==> src/rtl/oc8051_cxrom_fetch.sv <==
// oc8051_cxrom_fetch: initiator side of the oc8051 cxrom port.
// Fetches 32-bit words from a combinational ROM into a circular byte queue and
// presents up to three bytes (the longest 8051 instruction) plus their PC to decode.
// Handles sequential prefetch, jump redirect and 16-bit address wrap.
//
// Optional build macro: CXFETCH_STATS_EN enables the fetch_cnt statistics counter
// (cycles with cxrom_rd=1, saturating, cleared by reset and redirect). When it is
// undefined, fetch_cnt is tied to zero.
//
// Ports:
//   clk            clock, all state on the rising edge
//   rst            asynchronous active-low reset
//   cxrom_addr     byte address to ROM (pc_new during a redirect)
//   cxrom_data_in  ROM word, byte i = mem[addr+i]
//   cxrom_rd       word on cxrom_data_in is captured at this edge
//   pc_load        redirect: flush queue, restart fetch at pc_new
//   pc_new         redirect target
//   consume        bytes taken by decode this cycle (0..3)
//   out_bytes      bytes at out_pc, out_pc+1, out_pc+2 (invalid bytes read 0)
//   out_avail      valid bytes in out_bytes = min(count,3)
//   out_pc         address of out_bytes[7:0]
//   consume_err    sticky: consume exceeded out_avail
//   fetch_cnt      fetch statistics (see macro above)
module oc8051_cxrom_fetch #(
    parameter int unsigned BUF_BYTES = 8,
    parameter logic [15:0] RESET_PC  = 16'h0000
) (
    input  logic        clk,
    input  logic        rst,
    output logic [15:0] cxrom_addr,
    input  logic [31:0] cxrom_data_in,
    output logic        cxrom_rd,
    input  logic        pc_load,
    input  logic [15:0] pc_new,
    input  logic [1:0]  consume,
    output logic [23:0] out_bytes,
    output logic [1:0]  out_avail,
    output logic [15:0] out_pc,
    output logic        consume_err,
    output logic [15:0] fetch_cnt
);

    localparam int unsigned PTR_W = $clog2(BUF_BYTES);
    localparam int unsigned CNT_W = PTR_W + 1;
    // A word may be written only if four free slots remain after consumption.
    localparam logic [CNT_W-1:0] FILL_LIMIT = CNT_W'(BUF_BYTES - 4);

    logic [7:0]       byte_q [BUF_BYTES];
    logic [15:0]      fetch_addr, fetch_addr_d;
    logic [PTR_W-1:0] rd_ptr, rd_ptr_d, wr_ptr, wr_ptr_d, wr_base;
    logic [CNT_W-1:0] count, count_d, rem;
    logic [15:0]      out_pc_d;
    logic             err_d;
    logic [1:0]       take;
    logic             wr_en;

    // Next-state: redirect overrides consume; otherwise consume then refill.
    always_comb begin
        take         = (consume > out_avail) ? out_avail : consume;
        rem          = count - CNT_W'(take);
        fetch_addr_d = fetch_addr;
        rd_ptr_d     = rd_ptr;
        wr_ptr_d     = wr_ptr;
        wr_base      = wr_ptr;
        count_d      = count;
        out_pc_d     = out_pc;
        err_d        = consume_err;
        wr_en        = 1'b0;
        if (pc_load) begin
            wr_en        = 1'b1;
            wr_base      = '0;
            rd_ptr_d     = '0;
            wr_ptr_d     = PTR_W'(4);
            count_d      = CNT_W'(4);
            out_pc_d     = pc_new;
            fetch_addr_d = pc_new + 16'd4;
        end else begin
            if (consume > out_avail) begin
                err_d = 1'b1;
            end
            rd_ptr_d = rd_ptr + PTR_W'(take);
            out_pc_d = out_pc + 16'(take);
            if (rem <= FILL_LIMIT) begin
                wr_en        = 1'b1;
                wr_ptr_d     = wr_ptr + PTR_W'(4);
                fetch_addr_d = fetch_addr + 16'd4;
                count_d      = rem + CNT_W'(4);
            end else begin
                count_d = rem;
            end
        end
    end

    // Control state register.
    always_ff @(posedge clk or negedge rst) begin
        if (!rst) begin
            fetch_addr  <= RESET_PC;
            out_pc      <= RESET_PC;
            rd_ptr      <= '0;
            wr_ptr      <= '0;
            count       <= '0;
            consume_err <= 1'b0;
        end else begin
            fetch_addr  <= fetch_addr_d;
            out_pc      <= out_pc_d;
            rd_ptr      <= rd_ptr_d;
            wr_ptr      <= wr_ptr_d;
            count       <= count_d;
            consume_err <= err_d;
        end
    end

    // Byte storage; contents beyond count are never presented, so no reset needed.
    always_ff @(posedge clk) begin
        if (rst && wr_en) begin
            for (int i = 0; i < 4; i++) begin
                byte_q[wr_base + PTR_W'(i)] <= cxrom_data_in[8*i +: 8];
            end
        end
    end

    // ROM side: redirect target goes straight to the ROM so its word lands this edge.
    assign cxrom_addr = (rst && pc_load) ? pc_new : fetch_addr;
    assign cxrom_rd   = rst & wr_en;

    // Decode side, derived from registered state only.
    always_comb begin
        out_avail = (count >= CNT_W'(3)) ? 2'd3 : count[1:0];
        out_bytes = '0;
        for (int i = 0; i < 3; i++) begin
            if (2'(i) < out_avail) begin
                out_bytes[8*i +: 8] = byte_q[rd_ptr + PTR_W'(i)];
            end
        end
    end

`ifdef CXFETCH_STATS_EN
    logic [15:0] fetch_cnt_q;

    // Fetch counter; the redirect fetch counts as the first after the clear.
    always_ff @(posedge clk or negedge rst) begin
        if (!rst) begin
            fetch_cnt_q <= '0;
        end else if (pc_load) begin
            fetch_cnt_q <= 16'd1;
        end else if (wr_en && (fetch_cnt_q != 16'hFFFF)) begin
            fetch_cnt_q <= fetch_cnt_q + 16'd1;
        end
    end

    assign fetch_cnt = fetch_cnt_q;
`else
    assign fetch_cnt = 16'h0000;
`endif

endmodule
==> config.mk <==
export PLATFORM = sky130hd
export DESIGN_NAME = oc8051_cxrom_fetch
export DESIGN_NICKNAME = d
export VERILOG_FILES = /design/src/rtl/oc8051_cxrom_fetch.sv
export SDC_FILE = /design/constraint.sdc
export NUM_CORES = 1
export LEC_CHECK = 0
export ABC_AREA = 1
export ABC_CLOCK_PERIOD_IN_PS = 10490
export CAP_MARGIN = 20
export CORE_MARGIN = 4
export CORE_UTILIZATION = 50
export DETAILED_ROUTE_END_ITERATION = 10
export PLACE_DENSITY = 0.85
export SLEW_MARGIN = 20
export SYNTH_ARGS = -nofsm -noshare
export SYNTH_HDL_FRONTEND = slang
export SYNTH_SLANG_ARGS = --single-unit
==> constraint.sdc <==
create_clock -name clk -period 10.49 [get_ports clk]
set_input_delay 2.098 -clock clk [delete_from_list [all_inputs] [get_ports clk]]
set_output_delay 2.098 -clock clk [all_outputs]
set_load 0.01 [all_outputs]
* Word level (Yosys, flattened, before mapping) *
Memories as Yosys holds them, arrays and structs flattened.
Index checks and enable logic that the tools add are counted.

storage, ports and cells
  flip-flop bits (word level) = 43
  memory bits (writable) = 64
  input bits = 53
  output and inout bits = 76
  word-level logic and storage cells = 50
  memories kept = 1

cells by class
  $add $sub $neg = 12
  $lt $le $gt $ge = 6
  multiplexer cells = 19
  bitwise logic cells = 2
  reduce and logical (&&, ||, !) cells = 4

memories
  memory  words  bits a word  read ports  clocked after memory_dff  write ports  RTL line  text
  byte_q  8      8            3           0                         4            48        logic [7:0] byte_q [BUF_BYTES];

operators with widths
  cell                                                                              number
  16-bit two-way mux                                                                4
  16-bit by 3-bit adder with 16-bit output, second input constant                   2
  8-bit two-way mux                                                                 3
  16-bit by 2-bit adder with 16-bit output                                          1
  3-bit two-way mux                                                                 4
  3-bit by 2-bit adder with 3-bit output, second input constant                     3
  4-bit two-way mux                                                                 2
  3-bit by 1-bit adder with 3-bit output, second input constant                     2
  4-bit by 3-bit adder with 4-bit output, second input constant                     1
  4-bit by 2-bit >= comparator with 1-bit output, second input constant             1
  4-bit by 3-bit less-or-equal comparator with 1-bit output, second input constant  1
  1-bit by 2-bit < comparator with 1-bit output, first input constant               2
  1-bit two-way mux                                                                 4
  2-bit two-way mux                                                                 2
  4-bit by 2-bit subtractor with 4-bit output                                       1
  3-bit by 2-bit adder with 3-bit output                                            1
  3-bit adder, second input constant                                                1
  2-bit greater-than comparator                                                     1
  1-bit logical AND                                                                 2
  2-bit < comparator, first input constant                                          1
  2-bit AND reduction                                                               1
  2-bit nonzero test                                                                1
  1-bit bitwise AND                                                                 1
  1-bit NOT                                                                         1

* Depth between registers and ports, before layout *
Gate-level depths: netlist (run 1).

  word-level depth = 11
  depth in mapped cells = 23
  depth with buffers taken out = 22

* Least setup slack after synthesis (run 1) *
Ideal clock, no wire load.

  path type = input-to-output
  start = in consume[0]
  end = out cxrom_rd
  data arrival time = 4546 ps
  data required time = 8392 ps
  setup slack = 3846 ps
  stages on the path = 17
  buffers on the path = 1
  cells stage by stage = inv_1 -> ha_1 -> inv_1 -> o21ai_0 -> nor2_1 -> a21oi_1 -> ha_1 -> inv_1 -> fa_1 -> xor2_1 -> inv_1 -> ha_1 -> nand3b_1 -> nand3_2 -> buf_2 -> nand2_1 -> inv_1

between the ends
  longest elaborated chain between the ends = 7

ends and longest elaborated chain
  element                                                        RTL line  text
  start, declared                                                35        input logic [1:0] consume,
  2-bit greater-than comparator                                  59        take = (consume > out_avail) ? out_avail : consume;
  2-bit two-way mux (*)                                          59
  4-bit by 2-bit subtractor with 4-bit output (*)                60        rem = count - CNT_W'(take);
  4-bit by 3-bit less-or-equal comparator with 1-bit output (*)  83        if (rem <= FILL_LIMIT) begin
  1-bit two-way mux (*)                                          83
  1-bit two-way mux (*)                                          69        if (pc_load) begin
  1-bit bitwise AND (*)                                          124       assign cxrom_rd = rst & wr_en;
  end, declared                                                  32        output logic cxrom_rd,

Mark *: on every way between the ends. The rest lies on a longest branch, timed or not.

* Worst setup path in the final report (run 1) *
Same ends and word-level chain as after synthesis.

==> metrics.txt, run 1 <==
WL/cell 16.2 µm; setup_tns 0 ps; clock skew 6.76 ps; peak supply drop 0.131 mV; CTS tree done; critical path endpoint category primary output; die area 0.0156 mm²; HP Class reg -> reg; starting density of the core 51.3%; GR peak layer met2; vias per cell 5.53; Die X 125 µm; row count 42; CP Cell Sequence clkdlybuf4s50_1, inv_1, ha_1, inv_1, o21ai_0, nor2_1, a21oi_1, ha_1, inv_1, fa_1, xor2_1, inv_1, ha_1, nand3b_1, nand3_2, buf_4, nand2_1, inv_1, clkdlybuf4s50_1; slowest stage delay, CP 530 ps; Hold Crit Depth 2; clock slew at reported path FFs 70 ps; Worst Path Required 8390 ps; number of global-route vias before repair 5847; Seq/Total Area, Yosys 43.0%; Die Height 125 µm; unrepaired setup endpoints after global routing no; Register Area 0.00295 mm²; worst path arrival time 6060 ps; M3 GR Usage 3.41%; pin count of the biggest net entering global routing 82; hpwl dp 13400 µm; Top cell by count, worst path inv_1; fmax 123 MHz; Final #Nets 1027; status finished clean; Post-CTS Setup Bufs 0; Tot GR Track Use 23.1%; number of diodes 0; max-slew violation count 0; Gate Count Post-Synth 890; DRC 0; Crit Path Max Fanout 41; multi-input combinational cell area 0.00332 mm²; initial antenna violation count 0; ANT nets after route 0; IO Port Bufs 112; flops & latches, synth 105; Mapped Area 0.00685 mm²; # clock sinks 105; Rel. slew slack 27.9%; number of buffers created by CTS 9; met1 Usage GRT 33.2%; max_cap viols 0; Tcrit/Tclk final 77.8%; layout cells sized above 1 6.11%; IO Pins 129; Leak 3.61 nW; FILL cells 1115; critical path type in -> out; final hold vios 0; P&R area growth vs syn 19.0%; clock period minus worst slack 8160 ps; placer's final routability congestion estimate 0.886; GR Util met2 35.8%; endpoints failing setup 0; DRT iter0 DRCs 772; Resized cells post-CTS 0; Hold Buf Count CTS 0; CTS Root Cell clkbuf_16; # H-tree levels 3; DRT Pass-1 Iters 9; clk buf depth 2; grt ovf 0; unique cell type count in the Yosys netlist 41; drt total wl 18500 µm; synthesis warning total 0; Core ar. 0.0133 mm²; Startpoint Class input port; worst-case reg-to-reg path depth 19; worst slew pin tran 1080 ps; first-pass GRT wire length 29700 µm; power per cell area 280 mW/mm²; power consumption 2.29 mW; Slowest cell on crit path clkdlybuf4s50_1; Avg Cell Area, Syn 7.70 µm²; clk_lat worst skew 350 ps; Vias 6307
## cells in the final DEF (no fill, tap or decap), types with 8 or more instances in the layout
cell / Yosys / layout
o221ai_1: 8 / 8
edfxtp_1: 64 / 64
conb_1: 1 / 16
nand2_1: 329 / 329
nor2_1: 65 / 65
clkdlybuf4s50_1: 0 / 111
o21ai_0: 67 / 67
nand4_1: 30 / 30
ha_1: 11 / 11
mux2i_1: 11 / 11
a21oi_1: 15 / 15
dfrtp_1: 41 / 40
nand3_1: 22 / 22
nor3_1: 17 / 17
clkbuf_16: 0 / 10
mux2_2: 15 / 15
inv_1: 52 / 52
## sequential cells by signal (all words and copies together) (netlist names)
name / cells
fetch_addr: 16
wr_ptr: 1
out_pc: 16
count: 4
rd_ptr: 3
consume_err: 1
byte_q: 64
## Yosys cell counts
| library cell | count | area [µm²] |
|---|---|---|
| a41oi_1 | 2 | 17.5 |
| ha_1 | 11 | 138 |
| xnor2_1 | 6 | 52.6 |
| a211oi_1 | 3 | 22.5 |
| o21ai_0 | 67 | 335 |
| edfxtp_1 | 64 | 1920 |
| or2_2 | 2 | 12.5 |
| a21oi_1 | 15 | 75.1 |
| dfrtp_1 | 41 | 1030 |
| buf_4 | 20 | 150 |
| nor2_2 | 3 | 18.8 |
| o221ai_1 | 8 | 70.1 |
| o21ai_1 | 5 | 25.0 |
| buf_2 | 15 | 75.1 |
| buf_1 | 3 | 11.3 |
| nor4_1 | 1 | 6.26 |
| nand3_1 | 22 | 110 |
| mux2i_1 | 11 | 110 |
| nor2_1 | 65 | 244 |
| o211ai_1 | 1 | 7.51 |
| o22ai_1 | 5 | 31.3 |
| nor3_1 | 17 | 85.1 |
| mux2_2 | 15 | 169 |
| buf_6 | 6 | 67.6 |
| inv_1 | 52 | 195 |
| xor2_1 | 7 | 61.3 |
| fa_1 | 3 | 60.1 |
| conb_1 | 1 | 3.75 |
| clkbuf_1 | 30 | 113 |
| clkinv_1 | 3 | 11.3 |
| inv_2 | 3 | 11.3 |
| nand2_1 | 329 | 1230 |
| nand2_2 | 7 | 43.8 |
| o31ai_1 | 2 | 15.0 |
| a21o_1 | 1 | 7.51 |
| nand3b_1 | 3 | 22.5 |
| nand3_2 | 3 | 30.0 |
| nand4_1 | 30 | 188 |
| and2_1 | 1 | 6.26 |
| o21bai_1 | 4 | 30.0 |
| nor2_4 | 3 | 33.8 |
## per-layer routing
| metal | routed length [µm] | part of all wire, % |
|---|---|---|
| met2 | 8350 | 45 |
| met1 | 7780 | 42 |
| met5 | 0 | 0 |
| met3 | 1900 | 10 |
| met4 | 478 | 2.6 |
## cell families after synthesis
kind of cell             after synthesis  synth area share (%)
buffers and inverters                132                  9.26
other                                  1                0.0548
flip-flops                           105                  43.0
multiplexers                          26                  4.07
XOR/XNOR                              13                  1.66
AO/OA/AOI/OAI                        113                  9.30
adder cells (fa/ha/maj)               14                  2.89
AND/OR/NAND/NOR                      486                  29.7
## path summary, 6_finish.rpt
| path | to | slack, ps | startpoint |
|---|---|---|---|
| setup / recovery | cxrom_rd | 2330 | consume[0] |
| hold / removal | fetch_addr[1] | 480 | fetch_addr[1] |
| setup reg to reg | byte_q[2][6] | 4990 | count[2] |
| hold reg to reg | fetch_addr[1] | 480 | fetch_addr[1] |
| max in group asynchronous | rd_ptr[0] | 7760 | rst |
| min in group asynchronous | fetch_addr[15] | 1780 | rst |
## final cells by class
type	instances	share of cell area (%)
Tap cell	176	2.70
Clock inverter	5	0.338
Sequential cell	105	36.2
Multi-Input combinational cell	668	40.8
Inverter	58	2.67
Clock buffer	11	3.12
Timing Repair Buffer	118	14.2
## where the power goes
group          switching, mW  internal, mW
Combinational          0.766         0.528
Clock                  0.147         0.175
Sequential            0.0869         0.583
## critical path, delay by kind of cell
| kind | cells | cell delay, ps |
|---|---|---|
| AO/OA/AOI/OAI | 2 | 530 |
| XOR/XNOR | 1 | 210 |
| adder cells (fa/ha/maj) | 4 | 1060 |
| buffers and inverters | 8 | 1650 |
| AND/OR/NAND/NOR | 4 | 470 |
## per-stage QoR
stage          setup slack (ps)  hold WS (ps)  util, %  cells  area (µm²)
6_report                   2330           475     61.1   1141        8150
5_1_grt                    1980           499     61.1   1141        8150
3_3_place_gp               2530           454     59.0   1125        7870
3_5_place_dp               2370           461     59.0   1125        7870
2_1_floorplan              3850           436        -    905        6910
4_1_cts                    2340           481     61.1   1141        8150
No activity file was read; power rests on OpenSTA's default activity.
==> inputs of run 2 (changes only) <==
--- a/config.mk
+++ b/config.mk
@@ -6,7 +6,7 @@
 export NUM_CORES = 1
 export LEC_CHECK = 0
 export ABC_AREA = 1
-export ABC_CLOCK_PERIOD_IN_PS = 10490
+export ABC_CLOCK_PERIOD_IN_PS = 8500
 export CAP_MARGIN = 20
 export CORE_MARGIN = 4
 export CORE_UTILIZATION = 50
==> constraint.sdc (replaced) <==
create_clock -name clk -period 8.5 [get_ports clk]
set_input_delay 1.7 -clock clk [delete_from_list [all_inputs] [get_ports clk]]
set_output_delay 1.7 -clock clk [all_outputs]
set_load 0.01 [all_outputs]
==> metrics.txt, run 2 (synthesis results as in run 1) <==
status finished clean; clock period minus worst slack 7050 ps; Core ar. 0.0133 mm²; Top Metal Used met4; IO Port Bufs 112; DRT iter0 DRCs 898; DRT Pass-1 Iters 6; endpoints failing setup 0; grt ovf 0; PnR worst setup slack 1450 ps; worst slack at placement 1520 ps; IO Pins 129; P&R area growth vs syn 19.8%; CTS tree done; unrepaired setup endpoints after global routing no; wl on met1 7940 µm; vias per cell 5.51; max-slew violation count 0; max FFs per register 64; Resized cells post-CTS 0; Crit Path Max Fanout 3; layout cells sized above 1 6.22%; max_cap viols 0; Largest Register byte_q; pin count of the biggest net entering global routing 82; Leak 3.64 nW; peak supply drop 0.134 mV; number of global-route vias before repair 5722; Vias 6284; row count 42; Rel. slew slack 45.4%; Startpoint Class input port; WL/cell 16.0 µm; worst path arrival time 5350 ps; met2 wire length 8220 µm; # H-tree levels 3; initial antenna violation count 0; # clock sinks 105; power consumption 2.85 mW; first-pass GRT wire length 29300 µm; Tot GR Track Use 22.8%; DRC 0; clock skew 7.77 ps; Tcrit/Tclk final 82.9%; die area 0.0156 mm²; Post-CTS Setup Bufs 0; setup_tns 0 ps; HP Class reg -> reg; final hold vios 0; worst slew pin tran 819 ps; clock slew at reported path FFs 70 ps; commonest non-fill, non-tap cell in the layout nand2_1; number of diodes 0; WHS 480 ps; CTS Root Cell clkbuf_16; hpwl dp 13600 µm; fmax 142 MHz; Largest regs byte_q x64, fetch_addr x16, out_pc x16; Hold Crit Depth 2; ANT nets after route 0; clk buf depth 2; number of buffers created by CTS 9; critical path type in -> out; worst-case reg-to-reg path depth 19; drt total wl 18300 µm; power per cell area 347 mW/mm²; Die Height 125 µm; Worst Path Required 6800 ps; Hold Buf Count CTS 0; critical path endpoint category primary output; placer's final routability congestion estimate 0.883; most frequent cells in the layout nand2_1 (329), clkdlybuf4s50_1 (111), o21ai_0 (67); metal3 WL 1810 µm; Final #Nets 1027; Die X 125 µm; starting density of the core 51.3%; clk_lat worst skew 350 ps
run 2: report_power, final:
part           switching (mW)  internal (mW)  total [mW]
logic                   0.935          0.659        1.59
clock network           0.183          0.243       0.426
registers               0.108          0.720       0.828
run 2: metal layers:
layer,vias to the layer above,track usage (%)
met4,0,7.27
met1,2863,32.8
li1,3040,-
met3,29,4.82
met5,-,0
met2,352,34.9
run 2: area by class of cell:
| type | instances | area, µm² |
|---|---|---|
| Fill cell | 1128 | 5140 |
| Multi-Input combinational cell | 668 | 3320 |
| Sequential cell | 105 | 2950 |
| Timing Repair Buffer | 118 | 1180 |
| Clock buffer | 13 | 294 |
| Tap cell | 176 | 220 |
| Inverter | 58 | 218 |
| Clock inverter | 3 | 18.8 |
run 2: worst paths after layout:
| path | from | to | slack, ps |
|---|---|---|---|
| worst max-delay path | consume[0] | cxrom_rd | 1450 |
| worst min-delay path | fetch_addr[1] | fetch_addr[1] | 480 |
| worst max register to register | count[2] | byte_q[1][4] | 2850 |
| worst min register to register | fetch_addr[1] | fetch_addr[1] | 480 |
| max in group asynchronous | rst | rd_ptr[0] | 6390 |
| min in group asynchronous | rst | out_pc[13] | 1530 |
run 2: metrics by stage:
step	util, %	instance area [µm²]	std cells
final	61.5	8200	1141
after detailed placement	58.9	7860	1124
after global routing	61.5	8200	1141
after floorplan	-	6910	905
after global placement	58.9	7860	1124
after CTS	61.3	8180	1140
run 2: worst max-delay path: stages:
cell             delay, ps
clkdlybuf4s50_1        450
inv_1                   60
ha_1                   270
inv_1                   30
o21ai_0                330
nor2_1                 100
a21oi_1                260
ha_1                   200
inv_1                   60
fa_1                   370
xor2_1                 180
inv_1                   80
ha_1                   190
nand3b_1               220
nand3_2                140
nand2_1                 70
inv_1                   90
clkdlybuf4s50_1        530
